--- src/rtl/everloop_pkg.sv ---
// Shared types and default 50 MHz timing for the Everloop one-wire LED driver.
package everloop_pkg;

  typedef enum logic [1:0] {
    ST_IDLE,
    ST_PRIME,
    ST_SHIFT,
    ST_LATCH
  } evl_state_e;

  localparam int EVL_T_BIT      = 63;
  localparam int EVL_T0H        = 20;
  localparam int EVL_T1H        = 40;
  localparam int EVL_T_LATCH    = 2500;

  localparam int EVL_BYTES_GRB  = 3;
  localparam int EVL_BYTES_GRBW = 4;

  // Upper byte of byte*(bri+1): bri=255 is the identity, bri=0 gives zero.
  function automatic logic [7:0] evl_scale(input logic [7:0] b, input logic [7:0] bri);
    return 8'((16'(b) * (16'(bri) + 16'd1)) >> 8);
  endfunction

endpackage

--- src/rtl/everloop_bit_enc.sv ---
// One-wire bit encoder: times one bit period and drives the high/low pulse.
module everloop_bit_enc #(
  parameter int T_BIT = 63,
  parameter int T0H   = 20,
  parameter int T1H   = 40
) (
  input  logic clk,
  input  logic rst,
  input  logic bit_val,
  input  logic bit_start,
  output logic led_ctl,
  output logic bit_last
);

  localparam int CW = (T_BIT > 1) ? $clog2(T_BIT) : 1;
  localparam int HW = CW + 1;
  localparam logic [CW-1:0] CNT_LAST = CW'(T_BIT - 1);
  localparam logic [HW-1:0] HI0      = HW'(T0H);
  localparam logic [HW-1:0] HI1      = HW'(T1H);

  logic [CW-1:0] cnt_q;
  logic [HW-1:0] cnt_inc;
  logic          val_q;
  logic          active_q;
  logic          led_q;

  assign cnt_inc  = {1'b0, cnt_q} + 1'b1;
  assign bit_last = active_q && (cnt_q == CNT_LAST);
  assign led_ctl  = led_q;

  // A new bit_start in the last clock of a bit chains bits with no gap.
  always_ff @(posedge clk) begin
    if (!rst) begin
      cnt_q    <= '0;
      val_q    <= 1'b0;
      active_q <= 1'b0;
      led_q    <= 1'b0;
    end else if (bit_start) begin
      cnt_q    <= '0;
      val_q    <= bit_val;
      active_q <= 1'b1;
      led_q    <= 1'b1;
    end else if (active_q) begin
      if (bit_last) begin
        cnt_q    <= '0;
        active_q <= 1'b0;
        led_q    <= 1'b0;
      end else begin
        cnt_q <= cnt_inc[CW-1:0];
        led_q <= cnt_inc < (val_q ? HI1 : HI0);
      end
    end
  end

endmodule

--- src/rtl/everloop_stream.sv ---
// Everloop LED-ring streamer: fetches frame bytes from RAM and serialises them MSB-first.
// Optional global brightness scaling is enabled by defining EVERLOOP_BRIGHTNESS_EN.
module everloop_stream
  import everloop_pkg::*;
#(
  parameter int N_LEDS        = 35,
  parameter int BYTES_PER_LED = EVL_BYTES_GRB,
  parameter int ADR_WIDTH     = 11,
  parameter int BASE_ADR      = 0,
  parameter int T_BIT         = EVL_T_BIT,
  parameter int T0H           = EVL_T0H,
  parameter int T1H           = EVL_T1H,
  parameter int T_LATCH       = EVL_T_LATCH
) (
  input  logic                 clk,
  input  logic                 rst,
  input  logic                 start,
  input  logic                 auto,
  input  logic [7:0]           brightness,
  output logic                 mem_en,
  output logic [ADR_WIDTH-1:0] mem_adr,
  input  logic [7:0]           mem_dat,
  output logic                 busy,
  output logic                 frame_done,
  output logic                 led_ctl
);

  localparam int NBYTES = N_LEDS * BYTES_PER_LED;
  localparam int BYW    = $clog2(NBYTES + 1);
  localparam int LCW    = (T_LATCH > 1) ? $clog2(T_LATCH) : 1;
  localparam logic [BYW-1:0]       LAST_BYTE = BYW'(NBYTES - 1);
  localparam logic [LCW-1:0]       LAT_LAST  = LCW'(T_LATCH - 1);
  localparam logic [LCW-1:0]       LAT_PRE   = LCW'(T_LATCH - 2);
  localparam logic [ADR_WIDTH-1:0] ADR_BASE  = ADR_WIDTH'(BASE_ADR);

  evl_state_e           state_q;
  logic [BYW-1:0]       byte_q;
  logic [BYW-1:0]       byte_nxt;
  logic [BYW-1:0]       byte_pf;
  logic [2:0]           bit_q;
  logic [LCW-1:0]       lat_q;
  logic [6:0]           shreg_q;
  logic [7:0]           nxt_q;
  logic [7:0]           dat_scaled;
  logic                 first_q;
  logic                 cap_q;
  logic                 mem_en_q;
  logic [ADR_WIDTH-1:0] adr_q;
  logic                 busy_q;
  logic                 done_q;
  logic                 enter_prime;
  logic                 enc_start;
  logic                 enc_val;
  logic                 enc_last;

`ifdef EVERLOOP_BRIGHTNESS_EN
  logic [7:0] bri_q;
  assign dat_scaled = evl_scale(mem_dat, bri_q);
`else
  logic unused_bri;
  assign unused_bri = ^brightness;
  assign dat_scaled = mem_dat;
`endif

  function automatic logic [ADR_WIDTH-1:0] byte_adr(input logic [BYW-1:0] idx);
    return ADR_BASE + ADR_WIDTH'(idx);
  endfunction

  assign byte_nxt = byte_q + 1'b1;
  assign byte_pf  = byte_q + 2'd2;

  assign enter_prime = ((state_q == ST_IDLE) && (start || auto)) ||
                       ((state_q == ST_LATCH) && (lat_q == LAT_LAST) && auto);

  // Byte 0 starts straight from the RAM read; later bytes come from the prefetch register.
  always_comb begin
    enc_start = 1'b0;
    enc_val   = 1'b0;
    if (state_q == ST_SHIFT) begin
      if (first_q) begin
        enc_start = 1'b1;
        enc_val   = dat_scaled[7];
      end else if (enc_last) begin
        if (bit_q != 3'd0) begin
          enc_start = 1'b1;
          enc_val   = shreg_q[6];
        end else if (byte_q != LAST_BYTE) begin
          enc_start = 1'b1;
          enc_val   = nxt_q[7];
        end
      end
    end
  end

  always_ff @(posedge clk) begin
    if (!rst) begin
      state_q  <= ST_IDLE;
      byte_q   <= '0;
      bit_q    <= '0;
      lat_q    <= '0;
      shreg_q  <= '0;
      nxt_q    <= '0;
      first_q  <= 1'b0;
      cap_q    <= 1'b0;
      mem_en_q <= 1'b0;
      adr_q    <= ADR_BASE;
      busy_q   <= 1'b0;
      done_q   <= 1'b0;
`ifdef EVERLOOP_BRIGHTNESS_EN
      bri_q    <= '0;
`endif
    end else begin
      mem_en_q <= 1'b0;
      done_q   <= 1'b0;
      cap_q    <= mem_en_q;
      if (cap_q) nxt_q <= dat_scaled;

      case (state_q)
        ST_IDLE: ;
        ST_PRIME: begin
          state_q <= ST_SHIFT;
          first_q <= 1'b1;
          byte_q  <= '0;
          bit_q   <= 3'd7;
        end
        ST_SHIFT: begin
          if (first_q) begin
            first_q <= 1'b0;
            shreg_q <= dat_scaled[6:0];
            if (LAST_BYTE != '0) begin
              mem_en_q <= 1'b1;
              adr_q    <= byte_adr(BYW'(1));
            end
          end else if (enc_last) begin
            if (bit_q != 3'd0) begin
              bit_q   <= bit_q - 3'd1;
              shreg_q <= {shreg_q[5:0], 1'b0};
            end else if (byte_q == LAST_BYTE) begin
              state_q <= ST_LATCH;
              lat_q   <= '0;
              done_q  <= (T_LATCH == 1);
            end else begin
              byte_q  <= byte_nxt;
              bit_q   <= 3'd7;
              shreg_q <= nxt_q[6:0];
              if (byte_pf <= LAST_BYTE) begin
                mem_en_q <= 1'b1;
                adr_q    <= byte_adr(byte_pf);
              end
            end
          end
        end
        ST_LATCH: begin
          if (lat_q == LAT_LAST) begin
            lat_q   <= '0;
            state_q <= ST_IDLE;
            busy_q  <= 1'b0;
          end else begin
            lat_q  <= lat_q + 1'b1;
            done_q <= (lat_q == LAT_PRE);
          end
        end
        default: state_q <= ST_IDLE;
      endcase

      // Overrides the LATCH->IDLE exit when auto keeps the refresh running.
      if (enter_prime) begin
        state_q  <= ST_PRIME;
        busy_q   <= 1'b1;
        mem_en_q <= 1'b1;
        adr_q    <= ADR_BASE;
`ifdef EVERLOOP_BRIGHTNESS_EN
        bri_q    <= brightness;
`endif
      end
    end
  end

  everloop_bit_enc #(
    .T_BIT (T_BIT),
    .T0H   (T0H),
    .T1H   (T1H)
  ) u_bit_enc (
    .clk       (clk),
    .rst       (rst),
    .bit_val   (enc_val),
    .bit_start (enc_start),
    .led_ctl   (led_ctl),
    .bit_last  (enc_last)
  );

  assign mem_en     = mem_en_q;
  assign mem_adr    = adr_q;
  assign busy       = busy_q;
  assign frame_done = done_q;

endmodule

--- config.mk ---
export PLATFORM = sky130hd
export DESIGN_NAME = everloop_stream
export DESIGN_NICKNAME = d
export VERILOG_FILES = /design/src/rtl/everloop_pkg.sv /design/src/rtl/everloop_bit_enc.sv /design/src/rtl/everloop_stream.sv
export SDC_FILE = /design/constraint.sdc
export NUM_CORES = 1
export LEC_CHECK = 0
export ABC_AREA = 1
export CORE_UTILIZATION = 62
export CTS_CLUSTER_SIZE = 30
export DETAILED_ROUTE_END_ITERATION = 8
export GPL_TIMING_DRIVEN = 0
export PLACE_DENSITY = 0.86
export SETUP_SLACK_MARGIN = 0.3
export SKIP_LAST_GASP = 1
export SLEW_MARGIN = 30
export SYNTH_ARGS = -nofsm -noshare
export SYNTH_HDL_FRONTEND = slang
export SYNTH_SLANG_ARGS = --single-unit
--- constraint.sdc ---
create_clock -name clk -period 2.9 [get_ports clk]
set_input_delay 0.725 -clock clk [delete_from_list [all_inputs] [get_ports clk]]
set_output_delay 0.725 -clock clk [all_outputs]
set_load 0.01 [all_outputs]
# Word level (Yosys, flattened, before mapping)
# Cells that the tools add are included.
dict set report classes {
  add_sub_neg 5
  order_cmp 2
  eq_ne 23
  muxes 61
  n_bitwise 2
  reduce_logical 28
}
# op count
set ops {}
lappend ops {{$mux W12} 5}
lappend ops {{$mux W7} 8}
lappend ops {{$mux W11} 5}
lappend ops {{$mux W1} 27}
lappend ops {{$eq A12 B12 Y1 const B} 2}
lappend ops {{$pmux W12 S2} 1}
lappend ops {{$ne A3 B3 Y1 const B} 5}
lappend ops {{$reduce_and A5 Y1} 3}
lappend ops {{$pmux W7 S2} 1}
lappend ops {{$reduce_bool A2 Y1} 7}
lappend ops {{$add A12 B1 Y12 const B} 1}
lappend ops {{$mux W3} 4}
lappend ops {{$mux W6} 2}
lappend ops {{$ne A2 B2 Y1 const B} 6}
lappend ops {{$reduce_and A6 Y1} 2}
lappend ops {{$mux W2} 5}
lappend ops {{$add A6 B1 Y7 const B} 1}
lappend ops {{$add A7 B1 Y7 const B} 1}
lappend ops {{$add A7 B2 Y7 const B} 1}
lappend ops {{$eq A7 B7 Y1 const B} 1}
lappend ops {{$le A7 B7 Y1 const B} 1}
lappend ops {{$lt A7 B7 Y1} 1}
lappend ops {{$ne A7 B7 Y1 const B} 1}
lappend ops {{$eq A6 B6 Y1 const B} 1}
lappend ops {{other kinds (19)} 29}
dict set report word_totals {
  reg_bits 64
  in_bits 20
  output_inout_bits 15
  wordCells 138
}

# Depth between registers and ports, before layout
dict set report logic_depth {
  ltp_word 9
  depth_mapped 13
}

# By module
# A second synthesis with hierarchy kept.
dict set report hier_totals {
  cells_unflattened 537
  area_unflattened_um2 3573.4
}
# module n_inst cells_per_inst area_per_inst_um2
set modules_own_cells {}
lappend modules_own_cells {everloop_stream 1 458 3012.9}
lappend modules_own_cells {everloop_bit_enc 1 79 560.5}

# Worst setup path after synthesis
# Ideal clock, no wire load.
dict set report synth_timing {
  kind {register to register}
  startpoint {register state_q[0]}
  endpoint {register lat_q[1]}
  setup_time_ps 122
  arrival_ps 1510
  t_required_ps 2778
  path_slack_ps 1267
  stages_incl_launch_ff 12
  path_cell_list {dfxtp_1 -> inv_1 -> ha_1 -> buf_6 -> inv_2 -> nor2_1 -> o21bai_2 -> nand2_4 -> nor2_4 -> buf_6 -> o21ai_0 -> nor2_1}
}
dict set report synth_via {
  elab_chain_cells 3
}
# element line
set synth_lines {}
lappend synth_lines {{start, declared} everloop_stream.sv:36} ;# evl_state_e state_q;
lappend synth_lines {{start signal, assigned} everloop_stream.sv:97} ;# state_q <= ST_IDLE;
lappend synth_lines {{start signal, assigned} everloop_stream.sv:121} ;# state_q <= ST_SHIFT;
lappend synth_lines {{start signal, assigned} everloop_stream.sv:139} ;# state_q <= ST_LATCH;
lappend synth_lines {{$eq A2 B2 Y1} everloop_stream.sv:118} ;# case (state_q)
lappend synth_lines {{$ne A2 B1 Y1 (no line) (tied with other cells)} n/a}
lappend synth_lines {{$reduce_and A5 Y1 (no line)} n/a}
lappend synth_lines {{end signal, assigned} everloop_stream.sv:159} ;# lat_q <= lat_q + 1'b1;
lappend synth_lines {{end, declared} everloop_stream.sv:41} ;# logic [LCW-1:0] lat_q;
# Several ways; a longest one is shown, not always the timed one.
# A chain may end at the register's enable or synchronous reset.

# Worst setup path after layout
dict set report layout_timing {
  startpoint {register u_bit_enc.led_q (netlist: u_bit_enc.led_ctl)}
  endpoint {output led_ctl}
}
# element line
set layout_rtl {}
lappend layout_rtl {{start, declared} everloop_bit_enc.sv:25} ;# logic led_q;
lappend layout_rtl {{start signal, assigned} everloop_bit_enc.sv:50} ;# led_q <= cnt_inc < (val_q ? HI1 : HI0);
lappend layout_rtl {{end, declared} everloop_stream.sv:25} ;# output logic led_ctl
# No word-level cell between the ends.

==> flow_summary.yaml <==
outcome:
  status: "completed"
sta:
  worst_slew_margin_relative_to_its_limit: 0.620
  rsz0062_at_grt: "no"
  final.setup.tns_ns: 0
  skew_ns: 0.0119
  timing_hold_violations_final: 0
  period_minus_slack_ns: 1.97
  setup_violations: 0
  post-route-period-util: 0.679
  tightest_pin_transition_ns: 0.570
  final_max_slew_viol_count: 0
  fmax_ghz: 0.508
finish:
  fraction_of_final_layout_cells_sized_beyond_drive_strength_1: 0.106
  finalNonFillerCells: 629
  antenna_cells: 0
  final_std_cell_area_no_fill_um2: 4120
  design.final.nets: 590
  post-route-util: 0.743
  syn2layout_area_growth_pct: 15.3
routing:
  drc_errors: 0
  route.final.wire_length_mm: 8.25
  detail-route-antenna-nets: 0
  detailedRoute.firstPassIterationCount: 5
  vias: 3502
  drtIter0Drc: 209
  avgRoutedWirePerCell_um: 13.1
  post_drt_via_cell_ratio: 5.57
setup_path:
  crit_path_max_incr_delay_ns: 0.54
  path_class: "register to primary output"
  cpLargestDelayFamily: "buffers and inverters"
  critPathCaptureType: "primary output"
  reg2reg_from: "state_q[0]$_SDFFE_PN0P_"
  crit_path_end: "led_ctl"
  stages_on_the_worst_setup_path: 1
  required_ns: 2.17
  setup.worst_path.start_class: "register"
  cpMaxStageDelayCell: "sky130_fd_sc_hd__clkdlybuf4s50_1"
  crit_path_max_fanout: 2
  critical_path.startpoint: "u_bit_enc.led_ctl$_SDFFE_PN0P_"
  crit_arrival_ns: 1.24
  timing.reg2reg.setup_slack_ns: 0.94
  timing.critical_path.buf_inv: 1
  worstRegToRegCells: 9
  worst_r2r_endpoint: "bit_q[0]$_SDFFE_PN0P_"
  crit_path_cell_trace: "clkdlybuf4s50_1"
place:
  gp_congestion: 0.870
  dpl-instance-area_um2: 3880
  port_buffers: 21
  place_hpwl_mm: 5.88
  post-place-cells: 613
power:
  power.density_nw_per_um2: 700
  power_mw: 2.88
  power_leakage_nw: 1.74
  worst_voltage_drop_across_the_vdd_grid_uv: 584
global_routing:
  antenna_found_initial: 0
  global_route_wire_length_before_repair_mm: 13.9
  grt_overflow_total: 0
  maximum_number_of_pins_on_one_net_before_global_route_repair: 11
  via_count_of_the_first_global_routing_pass: 3197
  globalRouteTotalUtil: 0.293
cts:
  holdBufCountCts: 0
  ctsHtreeMaxLevel: 3
  clock_buffer_count_from_cts: 9
  postCtsResizedCells: 0
  tritoncts: "done"
  cts_sinks: 60
  cts.root.buffer_cell: "sky130_fd_sc_hd__clkbuf_8"
  clkLatencyLatePin_ns: 0.36
  cts_max_path_buffers: 2
  cts.repair_timing.setup_buffer_count: 0
  cts.reportedPaths.clkPinSlew_ns: 0.08
hold_path:
  hold_path_class: "register to register"
  hold_path_startpoint: "mem_en$_SDFF_PN0_"
die:
  design.portCount: 35
  die_height_um: 77.9
  rows: 27
  initial_core_utilization: 0.644
  fp.dieArea_um2: 6070
  die-width_um: 77.9
  standard_cell_core_area_um2: 5540
synth:
  synth_cell_type_count: 36
  postSynthRegisterBits: 60
  syn-instance-count: 517
  yosysWarnings: 0
  portion_of_the_post_synthesis_area_used_by_sequential_elements: 0.336
  syn_avg_cell_area_um2: 6.90
  syn_area_um2: 3570
flow_run:
  max-cap-violations: 0
-- per-layer routing --
layer	track usage	up-vias	wire [µm]
met1	0.360	1602	3580
met5	0	-	0
met3	0.0529	20	560
li1	-	1738	-
met2	0.485	142	3900
met4	0.157	0	207
-- final cells by class --
cell class / count / area, µm²
multi-input combinational: 376 / 2000
fill: 453 / 1420
sequential: 60 / 1200
inverter: 64 / 240
timing repair buffer: 21 / 210
clock buffer: 12 / 165
buffer: 20 / 136
tap: 72 / 90.1
clock inverter: 4 / 70.1
-- kinds of logic (layout without fill, tap and decap cells) --
kind of cell    Yosys count  count (layout)  synth area share
simple gates            254             254             0.333
compound gates           91              91             0.137
buf+inv                  84             121             0.106
flops                    60              60             0.336
fa+ha+maj                18              18            0.0631
xor+xnor                  9               9            0.0242
other cells               1               4           0.00105
-- metrics by stage --
| step | hold slack, ns | worst slack (ns) |
|---|---|---|
| detailed placement | 0.440 | 0.770 |
| CTS | 0.450 | 0.929 |
| finish | 0.444 | 0.932 |
| floorplan | 0.429 | 1.27 |
| global placement | 0.429 | 0.803 |
| global route | 0.487 | 0.812 |
-- cell usage in the layout, fill, tap and decap left out, drive strengths merged --
| cell type | instances |
|---|---|
| nand2 | 130 |
| inv | 64 |
| dfxtp | 60 |
| nor2 | 59 |
| o21ai | 42 |
| a21oi | 41 |
| nand3 | 38 |
| clkdlybuf4s50 | 21 |
| nand4 | 19 |
| ha | 18 |
| clkbuf | 18 |
| buf | 14 |
| xor2 | 7 |
| nor3 | 5 |
| a22oi | 4 |
| conb | 4 |
| xnor2 | 2 |
| bufinv | 2 |
| clkinv | 2 |
| o21bai | 2 |
| nand3b | 2 |
| a31oi | 1 |
| o22ai | 1 |
| or2 | 1 |
-- registers in the layout, indices dropped and copies added, names as in the netlist, 2 cells and up --
| signal | flops |
|---|---|
| bit_q | 3 |
| byte_q | 7 |
| lat_q | 12 |
| nxt_q | 8 |
| shreg_q | 7 |
| mem_adr | 7 |
| u_bit_enc.cnt_q | 6 |
| state_q | 2 |
-- Yosys cell counts --
master,count,share of area
sky130_fd_sc_hd__a21oi_1,41,0.057
sky130_fd_sc_hd__a22oi_1,4,0.0084
sky130_fd_sc_hd__a31oi_1,1,0.0018
sky130_fd_sc_hd__buf_2,4,0.0056
sky130_fd_sc_hd__buf_4,5,0.011
sky130_fd_sc_hd__buf_6,5,0.016
sky130_fd_sc_hd__clkbuf_1,6,0.0063
sky130_fd_sc_hd__conb_1,1,0.0011
sky130_fd_sc_hd__dfxtp_1,60,0.34
sky130_fd_sc_hd__ha_1,18,0.063
sky130_fd_sc_hd__inv_1,60,0.063
sky130_fd_sc_hd__inv_2,4,0.0042
sky130_fd_sc_hd__nand2_1,123,0.13
sky130_fd_sc_hd__nand2_2,4,0.0070
sky130_fd_sc_hd__nand2_4,3,0.0095
sky130_fd_sc_hd__nand3_1,34,0.048
sky130_fd_sc_hd__nand3_2,3,0.0084
sky130_fd_sc_hd__nand3_4,1,0.0049
sky130_fd_sc_hd__nand3b_1,1,0.0021
sky130_fd_sc_hd__nand3b_4,1,0.0056
sky130_fd_sc_hd__nand4_1,18,0.032
sky130_fd_sc_hd__nand4_2,1,0.0035
sky130_fd_sc_hd__nor2_1,51,0.054
sky130_fd_sc_hd__nor2_2,3,0.0053
sky130_fd_sc_hd__nor2_4,5,0.016
sky130_fd_sc_hd__nor3_1,5,0.0070
sky130_fd_sc_hd__o21ai_0,34,0.048
sky130_fd_sc_hd__o21ai_1,7,0.0098
sky130_fd_sc_hd__o21ai_4,1,0.0046
sky130_fd_sc_hd__o21bai_1,1,0.0021
sky130_fd_sc_hd__o21bai_2,1,0.0032
sky130_fd_sc_hd__o22ai_1,1,0.0018
sky130_fd_sc_hd__or2_2,1,0.0018
sky130_fd_sc_hd__xnor2_1,2,0.0049
sky130_fd_sc_hd__xor2_1,6,0.015
sky130_fd_sc_hd__xor2_2,1,0.0046
-- report_power, final --
part | leakage (nW) | total, mW | internal (mW) | switching (mW)
Sequential | 0.487 | 0.974 | 0.913 | 0.0605
Combinational | 1.13 | 1.01 | 0.332 | 0.678
Clock | 0.122 | 0.897 | 0.551 | 0.346
-- how the worst min path moves through the flow --
stage | to | slack (ns) | depth (start not counted)
after global routing | cap_q$_SDFF_PN0_ | 0.49 | 2
after CTS | cap_q$_SDFF_PN0_ | 0.45 | 2
after floorplan | shreg_q[2]$_SDFFE_PN0P_ | 0.43 | 2
after global placement | cap_q$_SDFF_PN0_ | 0.43 | 2
after detailed placement | cap_q$_SDFF_PN0_ | 0.44 | 2
final | cap_q$_SDFF_PN0_ | 0.44 | 2
Note: power is estimated with default switching activity, not from simulation.
